--- src/rtl/control_sequencer_if.sv ---
// control_sequencer_if: opcode/flag inputs and per-cycle datapath strobes of the Mini SRC control unit.
interface control_sequencer_if;
   logic [4:0] opcode;
   logic       con_ff;
   logic       incPC, e_PC, e_IR, e_Y, e_Z, e_MDR, e_MAR, e_CON_FF;
   logic       ram_read, ram_write, MDR_read;
   logic       Gra, Grb, Grc, e_Rin, e_Rout, BAout, imm_sel;
   logic [3:0] ALU_op;
   logic [4:0] BusDataSelect;
   logic       run, illegal_op;
   modport master (
      input  opcode, con_ff,
      output incPC, e_PC, e_IR, e_Y, e_Z, e_MDR, e_MAR, e_CON_FF, ram_read, ram_write, MDR_read,
             Gra, Grb, Grc, e_Rin, e_Rout, BAout, imm_sel, ALU_op, BusDataSelect, run, illegal_op
   );
   modport slave (
      output opcode, con_ff,
      input  incPC, e_PC, e_IR, e_Y, e_Z, e_MDR, e_MAR, e_CON_FF, ram_read, ram_write, MDR_read,
             Gra, Grb, Grc, e_Rin, e_Rout, BAout, imm_sel, ALU_op, BusDataSelect, run, illegal_op
   );
endinterface

--- src/rtl/control_sequencer.sv ---
// control_sequencer: hardwired Mini SRC fetch/decode/execute FSM driving the datapath strobes.
module control_sequencer #(
   parameter int         MEM_WAIT = 1,
   parameter logic [4:0] SEL_NONE = 5'b00000,
   parameter logic [4:0] SEL_ZLO  = 5'b10011,
   parameter logic [4:0] SEL_PC   = 5'b10100,
   parameter logic [4:0] SEL_MDR  = 5'b10101,
   parameter logic [4:0] SEL_C    = 5'b01100,
   parameter logic [3:0] ALU_ADD  = 4'b0011,
   parameter logic [3:0] ALU_SUB  = 4'b0100,
   parameter logic [3:0] ALU_AND  = 4'b0101,
   parameter logic [3:0] ALU_OR   = 4'b0110
) (
   input logic clock,
   input logic clear,
   control_sequencer_if.master cs
);
   localparam logic [4:0] OP_LD = 5'b00000, OP_LDI = 5'b00001, OP_ST = 5'b00010;
   localparam logic [4:0] OP_ADD = 5'b00011, OP_SUB = 5'b00100, OP_AND = 5'b00101, OP_OR = 5'b00110;
   localparam logic [4:0] OP_ADDI = 5'b01100, OP_ANDI = 5'b01101, OP_ORI = 5'b01110;
   localparam logic [4:0] OP_BR = 5'b10010, OP_JR = 5'b10100, OP_NOP = 5'b11010, OP_HALT = 5'b11011;
   localparam logic [1:0] W = 2'(MEM_WAIT - 1);
   typedef enum logic [4:0] {
      RESET, F0, F1, F2, F3, DECODE, E1, E2, E3, M1, M2, M3, S1, S2, B1, B2, B3, B4, J1, HALT
   } state_t;
   state_t     state_q;
   logic [1:0] cnt_q;
   logic [4:0] op_q;
   logic       legal, is_mem, base, rtype;
   logic [3:0] alu;
   always_comb begin
      legal  = cs.opcode inside {OP_LD, OP_LDI, OP_ST, OP_ADD, OP_SUB, OP_AND, OP_OR,
                                 OP_ADDI, OP_ANDI, OP_ORI, OP_BR, OP_JR, OP_NOP, OP_HALT};
      is_mem = op_q == OP_LD || op_q == OP_ST;
      base   = is_mem || op_q == OP_LDI;
      rtype  = op_q inside {OP_ADD, OP_SUB, OP_AND, OP_OR};
      alu    = op_q == OP_SUB ? ALU_SUB :
               (op_q == OP_AND || op_q == OP_ANDI) ? ALU_AND :
               (op_q == OP_OR || op_q == OP_ORI) ? ALU_OR : ALU_ADD;
   end
   // op_q latches the opcode at DECODE so execute-phase strobes depend only on registered state
   always_ff @(posedge clock) begin
      if (!clear) begin
         state_q <= RESET;
         cnt_q   <= '0;
         op_q    <= '0;
      end else begin
         case (state_q)
            RESET:  state_q <= F0;
            F0:     begin state_q <= F1; cnt_q <= '0; end
            F1:     if (cnt_q == W) state_q <= F2; else cnt_q <= cnt_q + 2'd1;
            F2:     state_q <= F3;
            F3:     state_q <= DECODE;
            DECODE: begin
               op_q    <= cs.opcode;
               state_q <= (!legal || cs.opcode == OP_NOP) ? F0 :
                          cs.opcode == OP_BR ? B1 :
                          cs.opcode == OP_JR ? J1 :
                          cs.opcode == OP_HALT ? HALT : E1;
            end
            E1:     state_q <= E2;
            E2:     state_q <= E3;
            E3:     begin state_q <= op_q == OP_LD ? M1 : op_q == OP_ST ? S1 : F0; cnt_q <= '0; end
            M1:     if (cnt_q == W) state_q <= M2; else cnt_q <= cnt_q + 2'd1;
            M2:     state_q <= M3;
            S1:     state_q <= S2;
            B1:     state_q <= B2;
            B2:     state_q <= B3;
            B3:     state_q <= B4;
            HALT:   state_q <= HALT;
            default: state_q <= F0;
         endcase
      end
   end
   always_comb begin
      cs.incPC = 1'b0; cs.e_PC = 1'b0; cs.e_IR = 1'b0; cs.e_Y = 1'b0; cs.e_Z = 1'b0;
      cs.e_MDR = 1'b0; cs.e_MAR = 1'b0; cs.e_CON_FF = 1'b0;
      cs.ram_read = 1'b0; cs.ram_write = 1'b0; cs.MDR_read = 1'b0;
      cs.Gra = 1'b0; cs.Grb = 1'b0; cs.Grc = 1'b0; cs.e_Rin = 1'b0; cs.e_Rout = 1'b0;
      cs.BAout = 1'b0; cs.imm_sel = 1'b0;
      cs.ALU_op = 4'b0000;
      cs.BusDataSelect = SEL_NONE;
      cs.illegal_op = 1'b0;
      cs.run = state_q != RESET && state_q != HALT;
      case (state_q)
         F0:     begin cs.BusDataSelect = SEL_PC; cs.e_MAR = 1'b1; cs.incPC = 1'b1; end
         F1, M1: cs.ram_read = 1'b1;
         F2, M2: begin cs.MDR_read = 1'b1; cs.e_MDR = 1'b1; end
         F3:     begin cs.BusDataSelect = SEL_MDR; cs.e_IR = 1'b1; end
         DECODE: cs.illegal_op = !legal;
         E1:     begin cs.Grb = 1'b1; cs.e_Y = 1'b1; cs.BAout = base; cs.e_Rout = !base; end
         E2: begin
            cs.e_Z = 1'b1; cs.Grc = rtype; cs.e_Rout = rtype; cs.imm_sel = !rtype;
            cs.BusDataSelect = rtype ? SEL_NONE : SEL_C; cs.ALU_op = alu;
         end
         E3: begin
            cs.BusDataSelect = SEL_ZLO; cs.e_MAR = is_mem; cs.Gra = !is_mem; cs.e_Rin = !is_mem;
         end
         M3:     begin cs.BusDataSelect = SEL_MDR; cs.Gra = 1'b1; cs.e_Rin = 1'b1; end
         S1:     begin cs.Gra = 1'b1; cs.e_Rout = 1'b1; cs.e_MDR = 1'b1; end
         S2:     cs.ram_write = 1'b1;
         B1:     begin cs.Gra = 1'b1; cs.e_Rout = 1'b1; cs.e_CON_FF = 1'b1; end
         B2:     begin cs.BusDataSelect = SEL_PC; cs.e_Y = 1'b1; end
         B3:     begin cs.BusDataSelect = SEL_C; cs.imm_sel = 1'b1; cs.ALU_op = ALU_ADD; cs.e_Z = 1'b1; end
         B4:     begin cs.BusDataSelect = SEL_ZLO; cs.e_PC = cs.con_ff; end
         J1:     begin cs.Gra = 1'b1; cs.e_Rout = 1'b1; cs.e_PC = 1'b1; end
         default: ;
      endcase
   end
endmodule

--- src/flat_wrapper.sv ---
// flat-port wrapper written by rule: the top's interface ports become plain ports
module control_sequencer_flat 
#(
   parameter int         MEM_WAIT = 1,
   parameter logic [4:0] SEL_NONE = 5'b00000,
   parameter logic [4:0] SEL_ZLO  = 5'b10011,
   parameter logic [4:0] SEL_PC   = 5'b10100,
   parameter logic [4:0] SEL_MDR  = 5'b10101,
   parameter logic [4:0] SEL_C    = 5'b01100,
   parameter logic [3:0] ALU_ADD  = 4'b0011,
   parameter logic [3:0] ALU_SUB  = 4'b0100,
   parameter logic [3:0] ALU_AND  = 4'b0101,
   parameter logic [3:0] ALU_OR   = 4'b0110
)
  (clock, clear, cs_opcode, cs_con_ff, cs_incPC, cs_e_PC, cs_e_IR, cs_e_Y, cs_e_Z, cs_e_MDR, cs_e_MAR, cs_e_CON_FF, cs_ram_read, cs_ram_write, cs_MDR_read, cs_Gra, cs_Grb, cs_Grc, cs_e_Rin, cs_e_Rout, cs_BAout, cs_imm_sel, cs_ALU_op, cs_BusDataSelect, cs_run, cs_illegal_op);
  control_sequencer_if cs_i ();
  input logic clock;
  input logic clear;
  input wire logic [$bits(cs_i.opcode)-1:0] cs_opcode;
  input wire logic [$bits(cs_i.con_ff)-1:0] cs_con_ff;
  output wire logic [$bits(cs_i.incPC)-1:0] cs_incPC;
  output wire logic [$bits(cs_i.e_PC)-1:0] cs_e_PC;
  output wire logic [$bits(cs_i.e_IR)-1:0] cs_e_IR;
  output wire logic [$bits(cs_i.e_Y)-1:0] cs_e_Y;
  output wire logic [$bits(cs_i.e_Z)-1:0] cs_e_Z;
  output wire logic [$bits(cs_i.e_MDR)-1:0] cs_e_MDR;
  output wire logic [$bits(cs_i.e_MAR)-1:0] cs_e_MAR;
  output wire logic [$bits(cs_i.e_CON_FF)-1:0] cs_e_CON_FF;
  output wire logic [$bits(cs_i.ram_read)-1:0] cs_ram_read;
  output wire logic [$bits(cs_i.ram_write)-1:0] cs_ram_write;
  output wire logic [$bits(cs_i.MDR_read)-1:0] cs_MDR_read;
  output wire logic [$bits(cs_i.Gra)-1:0] cs_Gra;
  output wire logic [$bits(cs_i.Grb)-1:0] cs_Grb;
  output wire logic [$bits(cs_i.Grc)-1:0] cs_Grc;
  output wire logic [$bits(cs_i.e_Rin)-1:0] cs_e_Rin;
  output wire logic [$bits(cs_i.e_Rout)-1:0] cs_e_Rout;
  output wire logic [$bits(cs_i.BAout)-1:0] cs_BAout;
  output wire logic [$bits(cs_i.imm_sel)-1:0] cs_imm_sel;
  output wire logic [$bits(cs_i.ALU_op)-1:0] cs_ALU_op;
  output wire logic [$bits(cs_i.BusDataSelect)-1:0] cs_BusDataSelect;
  output wire logic [$bits(cs_i.run)-1:0] cs_run;
  output wire logic [$bits(cs_i.illegal_op)-1:0] cs_illegal_op;
  assign cs_i.opcode = cs_opcode;
  assign cs_i.con_ff = cs_con_ff;
  assign cs_incPC = cs_i.incPC;
  assign cs_e_PC = cs_i.e_PC;
  assign cs_e_IR = cs_i.e_IR;
  assign cs_e_Y = cs_i.e_Y;
  assign cs_e_Z = cs_i.e_Z;
  assign cs_e_MDR = cs_i.e_MDR;
  assign cs_e_MAR = cs_i.e_MAR;
  assign cs_e_CON_FF = cs_i.e_CON_FF;
  assign cs_ram_read = cs_i.ram_read;
  assign cs_ram_write = cs_i.ram_write;
  assign cs_MDR_read = cs_i.MDR_read;
  assign cs_Gra = cs_i.Gra;
  assign cs_Grb = cs_i.Grb;
  assign cs_Grc = cs_i.Grc;
  assign cs_e_Rin = cs_i.e_Rin;
  assign cs_e_Rout = cs_i.e_Rout;
  assign cs_BAout = cs_i.BAout;
  assign cs_imm_sel = cs_i.imm_sel;
  assign cs_ALU_op = cs_i.ALU_op;
  assign cs_BusDataSelect = cs_i.BusDataSelect;
  assign cs_run = cs_i.run;
  assign cs_illegal_op = cs_i.illegal_op;
  control_sequencer #(.MEM_WAIT(MEM_WAIT), .SEL_NONE(SEL_NONE), .SEL_ZLO(SEL_ZLO), .SEL_PC(SEL_PC), .SEL_MDR(SEL_MDR), .SEL_C(SEL_C), .ALU_ADD(ALU_ADD), .ALU_SUB(ALU_SUB), .ALU_AND(ALU_AND), .ALU_OR(ALU_OR)) u_core (.clock(clock), .clear(clear), .cs(cs_i));
endmodule
--- config.mk ---
export PLATFORM = sky130hd
export DESIGN_NAME = control_sequencer_flat
export DESIGN_NICKNAME = d
export VERILOG_FILES = /design/src/rtl/control_sequencer_if.sv /design/src/rtl/control_sequencer.sv /design/src/flat_wrapper.sv
export SDC_FILE = /design/constraint.sdc
export NUM_CORES = 1
export LEC_CHECK = 0
export ABC_CLOCK_PERIOD_IN_PS = 4400
export CAP_MARGIN = 10
export CORE_MARGIN = 4
export CORE_UTILIZATION = 30
export CTS_CLUSTER_SIZE = 8
export DETAILED_ROUTE_END_ITERATION = 10
export DONT_BUFFER_PORTS = 1
export PLACE_DENSITY = 0.44
export SLEW_MARGIN = 15
export SYNTH_ARGS = -nofsm -noshare
export SYNTH_HDL_FRONTEND = slang
export SYNTH_SLANG_ARGS = --single-unit
--- constraint.sdc ---
create_clock -name clock -period 4.4 [get_ports clock]
set_input_delay 0.22 -clock clock [delete_from_list [all_inputs] [get_ports clock]]
set_output_delay 0.22 -clock clock [all_outputs]
set_load 0.05 [all_outputs]
; After elaboration in Yosys (flattened, before gate mapping)
; Cells that the tools add are included.
; W data, S select, Z words.
[totals]
in_bits = 8
word_cells = 114
output_inout_bits = 29
register_bits = 12
[op_classes]
n_eq_ne = 44
n_mux = 36
n_addsub = 1
reduce_logical = 30
[op_table]
columns = cell, count
row1 = $pmux W5 S15, 1
row2 = $eq A5 B4 Y1 const B, 13
row3 = $eq A5 B3 Y1 const B, 10
row4 = $eq A5 B5 Y1 const B, 8
row5 = $mux W5, 7
row6 = $eq A5 B2 Y1 const B, 6
row7 = $pmux W5 S5, 1
row8 = $mux W4, 4
row9 = $reduce_or A2 Y1, 8
row10 = $eq A5 B1 Y1 const B, 3
row11 = $reduce_bool A14 Y1, 1
row12 = $mux W1, 13
row13 = $logic_not A5 Y1, 2
row14 = $pmux W1 S2, 5
row15 = $pmux W4 S2, 1
row16 = $reduce_or A3 Y1, 2
row17 = $logic_or A1 B1 Y1, 5
row18 = $ne A5 B5 Y1 const B, 1
row19 = $reduce_bool A5 Y1, 1
row20 = $logic_not A1 Y1, 4
row21 = $ne A2 B1 Y1 const B, 2
row22 = $pmux W2 S2, 1
row23 = $reduce_and A2 Y1, 2
row24 = $reduce_bool A4 Y1, 1
row25 = other kinds (9), 9

; Depth between registers and ports, before layout
; Gate-level depths: netlist of the first run.
[logic_depth]
ltp_word = 6
depth_mapped = 7
mapped_depth_nobuf = 7

; Worst setup path before layout of the first run
; OpenSTA, ideal clock, no wires.
[synth_timing]
kind = register to output
startpoint = reg u_core.state_q[4]
endpoint = out cs_ALU_op[2]
path_stages_with_launch = 5
t_arrival_ps = 2473
slack_ps = 1707
cell_sequence = dfxtp_1 > buf_6 > nor3b_2 > nand3_1 > nor4b_1
[synth_via]
elab_chain_len = 2
elab_cells_between_ends = 3
classes_between = eq/ne: 2 / mux: 1
[synth_lines]
columns = item, line_no
row1 = "start, declared", control_sequencer.sv:26  ; state_t state_q;
row2 = "start signal, assigned", control_sequencer.sv:56  ; state_q <= (!legal || cs.opcode == OP_NOP) ? F0 :
row3 = $eq A5 B5 Y1 or $eq A5 B3 Y1 (tied branches), control_sequencer.sv:85  ; case (state_q)
row4 = $pmux W4 S2 *, control_sequencer.sv:85
row5 = "end, declared", flat_wrapper.sv:39  ; output wire logic [$bits(cs_i.ALU_op)-1:0] cs_ALU_op;
; Every way passes the cells marked *; elsewhere a longest branch is shown, timed or not.

; Worst setup path after layout of the first run
[layout_timing]
startpoint = reg u_core.state_q[4]
endpoint = out cs_BusDataSelect[0]
[layout_via]
elab_chain_len = 3
elab_cells_between_ends = 12
classes_between = eq/ne: 8 / mux: 1 / reduce/logical: 3
[layout_lines]
columns = item, line_no
row1 = "$eq A5 B5 Y1, or another cell as far along", control_sequencer.sv:85
row2 = $reduce_or A2 Y1 (no line), n/a
row3 = $pmux W5 S5 *, control_sequencer.sv:85
row4 = "end, declared", flat_wrapper.sv:40  ; output wire logic [$bits(cs_i.BusDataSelect)-1:0] cs_BusDataSelect;
; Marked as above.

==> reports/metrics.yaml, run 1 <==
pwr:
  finalPower_uw: 683
  p_leak_uw: 0.000570
  power.density_nw_per_um2: 426
  ir_worst_vdd_mv: 0.150
floorplanning:
  start_util: 0.315
  dieWidth_um: 79.1
  core_area_um2: 4820
  fp.dieH_um: 79.1
  dieArea_um2: 6250
  row_count: 25
  io_pins: 37
synth:
  synth-warning-count: 0
  synth_xor_area_frac: 0.0231
  synth_area_um2: 1520
  ys_ff_latch: 12
  synthFlopType: "dfxtp_1"
  synth_fa_ha_area_frac: 0.00826
  async_flop_share: 0
  synthMuxAreaShare: 0.0132
  synthCells: 234
  synth-simple-area-share: 0.354
  avgSynthCellArea_um2: 6.48
  synth_compound_area_frac: 0.336
  synth_cell_types: 53
  synth_nets: 243
  seq_area_frac_synth: 0.159
  synth_enable_flop_cells: 0
  synth_top_family_by_area: "simple AND/OR/NAND/NOR gates"
clock_tree:
  cts_setup_buffers: 0
  cts_resized: 0
  cts-root-buf: "clkbuf_8"
  path_clk_slew_ns: 0.07
  cts_hold_buffers: 0
  clk_path_buf_depth: 2
  cts_buffers: 3
  clk_latency_ns: 0.25
  cts_tree: "built"
  numClockSinks: 12
  cts-htree-levels: 1
hold_path:
  hp-start: "clear"
  whs_path_depth: 1
  min_to: "u_core.cnt_q[1]$_SDFFE_PN0P_"
  worst_hold_path_type: "in2reg"
timing:
  finalMaxSlewViolations: 0
  setup_viol: 0
  period_minus_slack_ns: 2.82
  worst_slack_ns: 1.58
  hold_violations: 0
  grt_setup_unrepaired: "no"
  fmax_mhz: 354
  period_share: 0.642
  tns_ns: 0
  worst_pin_slew_ns: 1.08
  slew_headroom: 0.283
  clock_skew_ns: 0.0104
placed_design:
  dp_slack_ns: 1.87
  portBuffers: 0
  gp_congestion: 0.822
  dp_hpwl_um: 3570
  dp.cells: 286
cells_and_area:
  fin_nets: 233
  layout_commonest_cell: "a21oi_1"
  fillers: 551
  area_growth_pct: 5.78
  layoutNonFillerInstCount: 290
  regArea_um2: 240
  multi_input_area_um2: 1150
  final_cell_mix: "a21oi_1 (33), nand2_1 (30), nor2_1 (18)"
  diodes: 0
  final_util: 0.333
  drive_gt1_frac: 0.117
drt:
  final_antenna_net_count: 0
  wl_per_cell_um: 16.7
  vias_per_cell: 5.51
  drc: 0
  first_iter_violations: 114
  vias: 1598
  routed_wl_um: 4840
  drtPass1Iterations: 4
global_routing:
  grt.overflow.total: 0
  grt_max_degree: 36
  grt_pass1_vias: 1476
  gr-usage-all-layers: 0.155
  grt_pass1_wl_um: 7710
  grt_antenna_before_repair: 0
setup_path:
  rr_endpoint: "u_core.cnt_q[1]$_SDFFE_PN0P_"
  crit_path_start_kind: "flop"
  critical_path.max_fanout: 23
  critical_path_class: "reg2out"
  rr_startpoint: "u_core.state_q[4]$_SDFFE_PN0P_"
  cp_data_required_time_ns: 4.18
  arrival_ns: 2.60
  reg2reg_depth: 5
  end_kind: "primary output"
  rrSetupSlack_ns: 2.26
run_status:
  outcome: "completed"
flow_run:
  cap_viol_max_count: 0
worst max-delay path, stage by stage (launching register included):
cell and delay (ns):
dfxtp_1 0.57, nor2_1 0.29, nand2_1 0.22, nor3_2 0.72
o21bai_1 0.55
kinds of logic (layout without fill, tap and decap cells):
group / count (synthesis) / after routing
buf+inv: 29 / 18
fa+ha+maj: 1 / 1
mux: 2 / 2
other cells: 1 / 1
xor+xnor: 4 / 4
simple gates: 102 / 102
compound gates: 83 / 83
flops: 12 / 12
power by group:
group          internal [uW]  switching [uW]  leakage, uW
clock                   79.4            49.1    0.0000288
sequential               118            4.07    0.0000970
combinational            102             331     0.000444
sequential cells by signal, indices dropped and copies added, names as in the netlist:
name	cells
u_core.state_q	5
u_core.cnt_q	2
u_core.op_q	5
metal layers:
metal | share of wire | GRT usage
met5 | 0 | 0
met4 | 0.0039 | 0.0292
met3 | 0.071 | 0.0442
met2 | 0.47 | 0.254
met1 | 0.46 | 0.203
layout make-up:
type | instances | area share
clock buffer | 4 | 0.0343
inverter | 8 | 0.0187
multi-input combinational | 193 | 0.717
sequential | 12 | 0.150
tap | 67 | 0.0523
timing repair buffer | 6 | 0.0281
through the flow:
| stage | area [um2] | hold WS (ns) |
|---|---|---|
| after floorplan | 1520 | 0.343 |
| after global placement | 1550 | 0.362 |
| after detailed placement | 1550 | 0.366 |
| after CTS | 1600 | 0.0996 |
| after global routing | 1600 | 0.114 |
| final | 1600 | 0.0967 |
Yosys cell counts, drive strengths merged, types with 2 or more instances:
cell,count,area share
and2,2,0.0083
o211ai,2,0.0099
a21boi,4,0.020
nand2,32,0.083
a21o,3,0.015
a21oi,33,0.11
o31ai,4,0.020
buf,18,0.077
nor3b,4,0.023
nand2b,5,0.021
or3,2,0.0083
nand3,7,0.023
o21ai,16,0.053
mux2i,2,0.013
and3,3,0.012
a311oi,3,0.017
xor2,4,0.023
nor2b,7,0.031
a22oi,4,0.020
a2bb2oi,2,0.012
and2b,2,0.0099
o21a,2,0.0099
nor2,20,0.056
a31oi,3,0.012
inv,8,0.020
dfxtp,12,0.16
clkbuf,3,0.0074
nor3,12,0.043
worst max path at each step:
| stage | cells past startpoint | from | slack (ns) | endpoint |
|---|---|---|---|---|
| global route | 4 | u_core.state_q[4]$_SDFFE_PN0P_ | 1.47 | cs_BusDataSelect[0] |
| CTS | 4 | u_core.state_q[4]$_SDFFE_PN0P_ | 1.60 | cs_BusDataSelect[0] |
| detailed placement | 4 | u_core.state_q[4]$_SDFFE_PN0P_ | 1.87 | cs_BusDataSelect[0] |
| finish | 4 | u_core.state_q[4]$_SDFFE_PN0P_ | 1.58 | cs_BusDataSelect[0] |
| floorplan | 4 | u_core.state_q[4]$_SDFFE_PN0P_ | 1.71 | cs_ALU_op[2] |
| global placement | 4 | u_core.state_q[4]$_SDFFE_PN0P_ | 1.89 | cs_BusDataSelect[0] |
(Power assumes the default switching activity.)
==> run 2: changes to the inputs <==
--- a/config.mk
+++ b/config.mk
@@ -5,7 +5,7 @@
 export SDC_FILE = /design/constraint.sdc
 export NUM_CORES = 1
 export LEC_CHECK = 0
-export ABC_CLOCK_PERIOD_IN_PS = 4400
+export ABC_CLOCK_PERIOD_IN_PS = 2700
 export CAP_MARGIN = 10
 export CORE_MARGIN = 4
 export CORE_UTILIZATION = 30
==> constraint.sdc (replaced) <==
create_clock -name clock -period 2.7 [get_ports clock]
set_input_delay 0.135 -clock clock [delete_from_list [all_inputs] [get_ports clock]]
set_output_delay 0.135 -clock clock [all_outputs]
set_load 0.05 [all_outputs]
==> reports/metrics.yaml, run 2 (synthesis gave the netlist of run 1 again) <==
setup_path:
  arrival_ns: 1.97
  critical_path.max_fanout: 13
  reg2reg_depth: 5
  rrSetupSlack_ns: 0.87
  crit_path_start_kind: "flop"
  cp_data_required_time_ns: 2.57
  critical_path_class: "reg2out"
  rr_startpoint: "u_core.state_q[1]$_SDFFE_PN0P_"
  rr_endpoint: "u_core.state_q[1]$_SDFFE_PN0P_"
  end_kind: "primary output"
pwr:
  seq_power_share: 0.202
  intPower_uw: 577
  ir_worst_vdd_mv: 0.550
  p_leak_uw: 0.000716
  power.density_nw_per_um2: 661
  p_sw_uw: 628
  comb_power_share: 0.626
  finalPower_uw: 1200
  power.share.clock: 0.172
  switching_share: 0.521
timing:
  fmax_mhz: 476
  slew_headroom: 0.569
  tns_ns: 0
  hold_violations: 0
  period_minus_slack_ns: 2.10
  period_share: 0.778
  worst_pin_slew_ns: 0.642
  setup_viol: 0
  finalMaxSlewViolations: 0
  clock_skew_ns: 0.00997
  grt_setup_unrepaired: "no"
clock_tree:
  cts_buffers: 3
  path_clk_slew_ns: 0.07
  cts_resized: 0
  cts-htree-levels: 1
  cts_hold_buffers: 0
  numClockSinks: 12
  clk_path_buf_depth: 2
  clk_latency_ns: 0.25
  cts_tree: "built"
  cts_setup_buffers: 0
  cts-root-buf: "clkbuf_8"
cells_and_area:
  diodes: 0
  multi_input_area_um2: 1150
  final_util: 0.378
  fillers: 542
  final_cell_mix: "a21oi_1 (33), nand2_1 (30), buf_4 (30)"
  layout_commonest_cell: "a21oi_1"
  regArea_um2: 240
  area_growth_pct: 20.3
  layoutNonFillerInstCount: 316
  top_regs: "u_core.op_q (5), u_core.state_q (5), u_core.cnt_q (2)"
  drive_gt1_frac: 0.209
  fin_nets: 259
flow_run:
  cap_viol_max_count: 0
drt:
  wl_per_cell_um: 15.0
  drtPass1Iterations: 4
  first_iter_violations: 227
  drc: 0
  final_antenna_net_count: 0
  vias: 1718
  routed_wl_um: 4740
  vias_per_cell: 5.44
floorplanning:
  io_pins: 37
  row_count: 25
  dieArea_um2: 6250
  start_util: 0.315
  fp.dieH_um: 79.1
  dieWidth_um: 79.1
  core_area_um2: 4820
hold_path:
  min_to: "u_core.cnt_q[1]$_SDFFE_PN0P_"
  whs_path_depth: 1
  hp-start: "clear"
  worst_hold_path_type: "in2reg"
placed_design:
  gp_congestion: 0.906
  dp_hpwl_um: 3600
  dp.cells: 312
  portBuffers: 0
global_routing:
  grt_max_degree: 21
  grt_pass1_vias: 1628
  grt.overflow.total: 0
  grt_antenna_before_repair: 0
  met3_usage: 0.0454
  grt_pass1_wl_um: 8120
  gr-usage-all-layers: 0.159
  grt.busiest_layer: "met2"
  grtUsageMet1: 0.218
  grt_use_met2: 0.248
run_status:
  outcome: "completed"
[run 2: per-layer routing]
metal / up-vias / part of all wire
met2: 46 / 0.46
met3: 6 / 0.062
met5: - / 0
met1: 805 / 0.46
li1: 861 / -
met4: 0 / 0.012
[run 2: stage by stage]
step	worst slack [ns]	hold slack [ns]	area (um2)
after CTS	0.587	0.0147	1820
final	0.600	0.0131	1820
after detailed placement	0.856	0.272	1770
after floorplan	0.0923	0.258	1520
after global placement	0.845	0.275	1770
after global routing	0.328	0.0193	1820
[run 2: power groups by stage]
stage	sequential (uW)	clock, uW	combinational [uW]
after floorplan	203	0	595
after global placement	246	0	757
after detailed placement	246	0	751
after CTS	242	210	753
after global routing	250	218	812
final	244	207	754
[run 2: worst max-delay path, cell delays in order, from the launching register on]
cell and delay [ns]:
dfxtp_1 0.44, buf_4 0.25, nor2_1 0.21, nand2_1 0.24
nor3_2 0.22, o21bai_1 0.19, buf_12 0.17
[run 2: area by class of cell]
| cell class | instances | area share |
|---|---|---|
| Multi-Input combinational cell | 193 | 0.630 |
| Sequential cell | 12 | 0.132 |
| Clock buffer | 4 | 0.0302 |
| Timing Repair Buffer | 32 | 0.146 |
| Tap cell | 67 | 0.0460 |
| Inverter | 8 | 0.0165 |
[run 2: worst max-delay path by stage]
stage | from | end | slack, ns
floorplan | u_core.state_q[4]$_SDFFE_PN0P_ | cs_ALU_op[2] | 0.09
global placement | u_core.state_q[4]$_SDFFE_PN0P_ | cs_BusDataSelect[0] | 0.85
detailed placement | u_core.state_q[4]$_SDFFE_PN0P_ | cs_BusDataSelect[0] | 0.86
CTS | u_core.state_q[4]$_SDFFE_PN0P_ | cs_BusDataSelect[0] | 0.59
global route | u_core.state_q[4]$_SDFFE_PN0P_ | cs_e_Rout | 0.33
finish | u_core.state_q[4]$_SDFFE_PN0P_ | cs_BusDataSelect[0] | 0.60
==> run 3: changes to the inputs <==
--- a/config.mk
+++ b/config.mk
@@ -5,7 +5,7 @@
 export SDC_FILE = /design/constraint.sdc
 export NUM_CORES = 1
 export LEC_CHECK = 0
-export ABC_CLOCK_PERIOD_IN_PS = 2700
+export ABC_CLOCK_PERIOD_IN_PS = 2000
 export CAP_MARGIN = 10
 export CORE_MARGIN = 4
 export CORE_UTILIZATION = 30
==> constraint.sdc (replaced) <==
create_clock -name clock -period 2 [get_ports clock]
set_input_delay 0.1 -clock clock [delete_from_list [all_inputs] [get_ports clock]]
set_output_delay 0.1 -clock clock [all_outputs]
set_load 0.05 [all_outputs]
==> reports/metrics.yaml, run 3 (synthesis gave the netlist of run 1 again) <==
setup_path:
  cp_data_required_time_ns: 1.90
  rr_endpoint: "u_core.cnt_q[0]$_SDFFE_PN0P_"
  critical_path.max_fanout: 12
  end_kind: "primary output"
  rrSetupSlack_ns: 0.42
  arrival_ns: 1.81
  critical_path_class: "reg2out"
  reg2reg_depth: 6
  rr_startpoint: "u_core.state_q[4]$_SDFFE_PN0P_"
  crit_path_start_kind: "flop"
drt:
  drtPass1Iterations: 4
  first_iter_violations: 127
  drc: 0
  final_antenna_net_count: 0
  wl_per_cell_um: 15.3
  vias: 1764
  routed_wl_um: 5040
  vias_per_cell: 5.36
pwr:
  p_leak_uw: 0.000781
  power.density_nw_per_um2: 852
  ir_worst_vdd_mv: 0.527
  finalPower_uw: 1660
placed_design:
  dp_hpwl_um: 3890
  dpl_cell_area_um2: 1880
  gp_congestion: 0.881
  dp.cells: 324
  portBuffers: 0
timing:
  period_share: 0.953
  period_minus_slack_ns: 1.91
  tns_ns: 0
  finalMaxSlewViolations: 0
  fmax_mhz: 525
  hold_violations: 0
  clock_skew_ns: 0.00322
  grt_setup_unrepaired: "no"
  setup_viol: 0
cells_and_area:
  layout_commonest_cell: "buf_4"
  area_growth_pct: 28.8
  layoutNonFillerInstCount: 329
  final_util: 0.405
  final_area_um2: 1950
  final_cell_mix: "buf_4 (39), a21oi_1 (33), nand2_1 (30)"
  fillers: 538
  diodes: 0
  top_regs: "u_core.op_q (5), u_core.state_q (5), u_core.cnt_q (2)"
  fin_nets: 273
  drive_gt1_frac: 0.256
clock_tree:
  numClockSinks: 12
  cts-root-buf: "clkbuf_8"
  cts-htree-levels: 1
  cts_setup_buffers: 0
  clk_latency_ns: 0.24
  cts_buffers: 3
  path_clk_slew_ns: 0.05
  clk_path_buf_depth: 2
  cts_tree: "built"
global_routing:
  grt_antenna_before_repair: 0
  gr-usage-all-layers: 0.168
  grt_pass1_vias: 1700
  grt_pass1_wl_um: 8560
  grt.overflow.total: 0
  grt_max_degree: 24
floorplanning:
  dieWidth_um: 79.1
  fp.dieH_um: 79.1
  io_pins: 37
  dieArea_um2: 6250
  start_util: 0.315
  row_count: 25
  core_area_um2: 4820
hold_path:
  min_to: "u_core.op_q[3]$_SDFFE_PN0P_"
  whs_path_depth: 2
  worst_hold_path_type: "in2reg"
  hp-start: "cs_opcode[3]"
flow_run:
  cap_viol_max_count: 0
run_status:
  outcome: "completed"
==> run 3: cell types whose count changed in the layout (fill, tap and decap cells not counted), sizes merged <==
cell	previous run	this run
buf	32	44
dlygate4sd3	0	2
clkbuf	4	3
==> run 3: stage by stage <==
| stage | setup slack (ns) | hold WS [ns] |
|---|---|---|
| after floorplan | -0.117 | 0.223 |
| after global placement | 0.249 | 0.232 |
| after detailed placement | 0.255 | 0.235 |
| after CTS | 0.0295 | 0.00225 |
| after global routing | 0.0197 | 0.00751 |
| final | 0.0938 | 0.000641 |
==> run 3: what timing repair did <==
action / 4_1_cts / 5_1_grt
hold endpoints to repair: 3 / 0
hold buffers: 2 / 0
gates resized for setup: 2 / 4
setup endpoints to repair: 1 / 8
==> run 3: critical path, cell delays in order, from the launching register on <==
cell,delay [ns]
dfxtp_2,0.38
buf_4,0.20
or2_4,0.27
a2111o_1,0.42
o31ai_2,0.08
buf_6,0.20
==> run 3: cell type report <==
type	instances	area, um2	area share
clock buffers	3	41.3	0.0212
inverters	8	30.0	0.0154
multi-input cells	193	1160	0.593
flip-flops and latches	12	244	0.125
well taps	67	83.8	0.0429
repair buffers	46	395	0.203
==> run 3: where the power goes <==
| group | total, uW | switching, uW | internal [uW] |
|---|---|---|---|
| clock network | 218 | 85.4 | 132 |
| registers | 312 | 52.1 | 260 |
| logic | 1130 | 725 | 408 |
| total | 1660 | 863 | 800 |
==> run 3: layer usage <==
| layer | wire length, um | global-route usage | vias up |
|---|---|---|---|
| met4 | 55 | 0.0344 | 0 |
| met5 | 0 | 0 | - |
| met2 | 2270 | 0.268 | 59 |
| li1 | - | - | 893 |
| met1 | 2400 | 0.238 | 805 |
| met3 | 309 | 0.0261 | 7 |
==> run 3: worst max path at each step <==
| stage | cells past startpoint | startpoint | slack, ns | end |
|---|---|---|---|---|
| floorplan | 6 | u_core.state_q[3]$_SDFFE_PN0P_ | -0.12 | cs_BusDataSelect[1] |
| global placement | 5 | u_core.state_q[4]$_SDFFE_PN0P_ | 0.25 | cs_BusDataSelect[2] |
| detailed placement | 6 | u_core.op_q[1]$_SDFFE_PN0P_ | 0.26 | cs_BusDataSelect[2] |
| CTS | 5 | u_core.state_q[4]$_SDFFE_PN0P_ | 0.03 | cs_BusDataSelect[2] |
| global route | 6 | u_core.state_q[3]$_SDFFE_PN0P_ | 0.02 | cs_e_Rout |
| finish | 5 | u_core.state_q[4]$_SDFFE_PN0P_ | 0.09 | cs_BusDataSelect[2] |
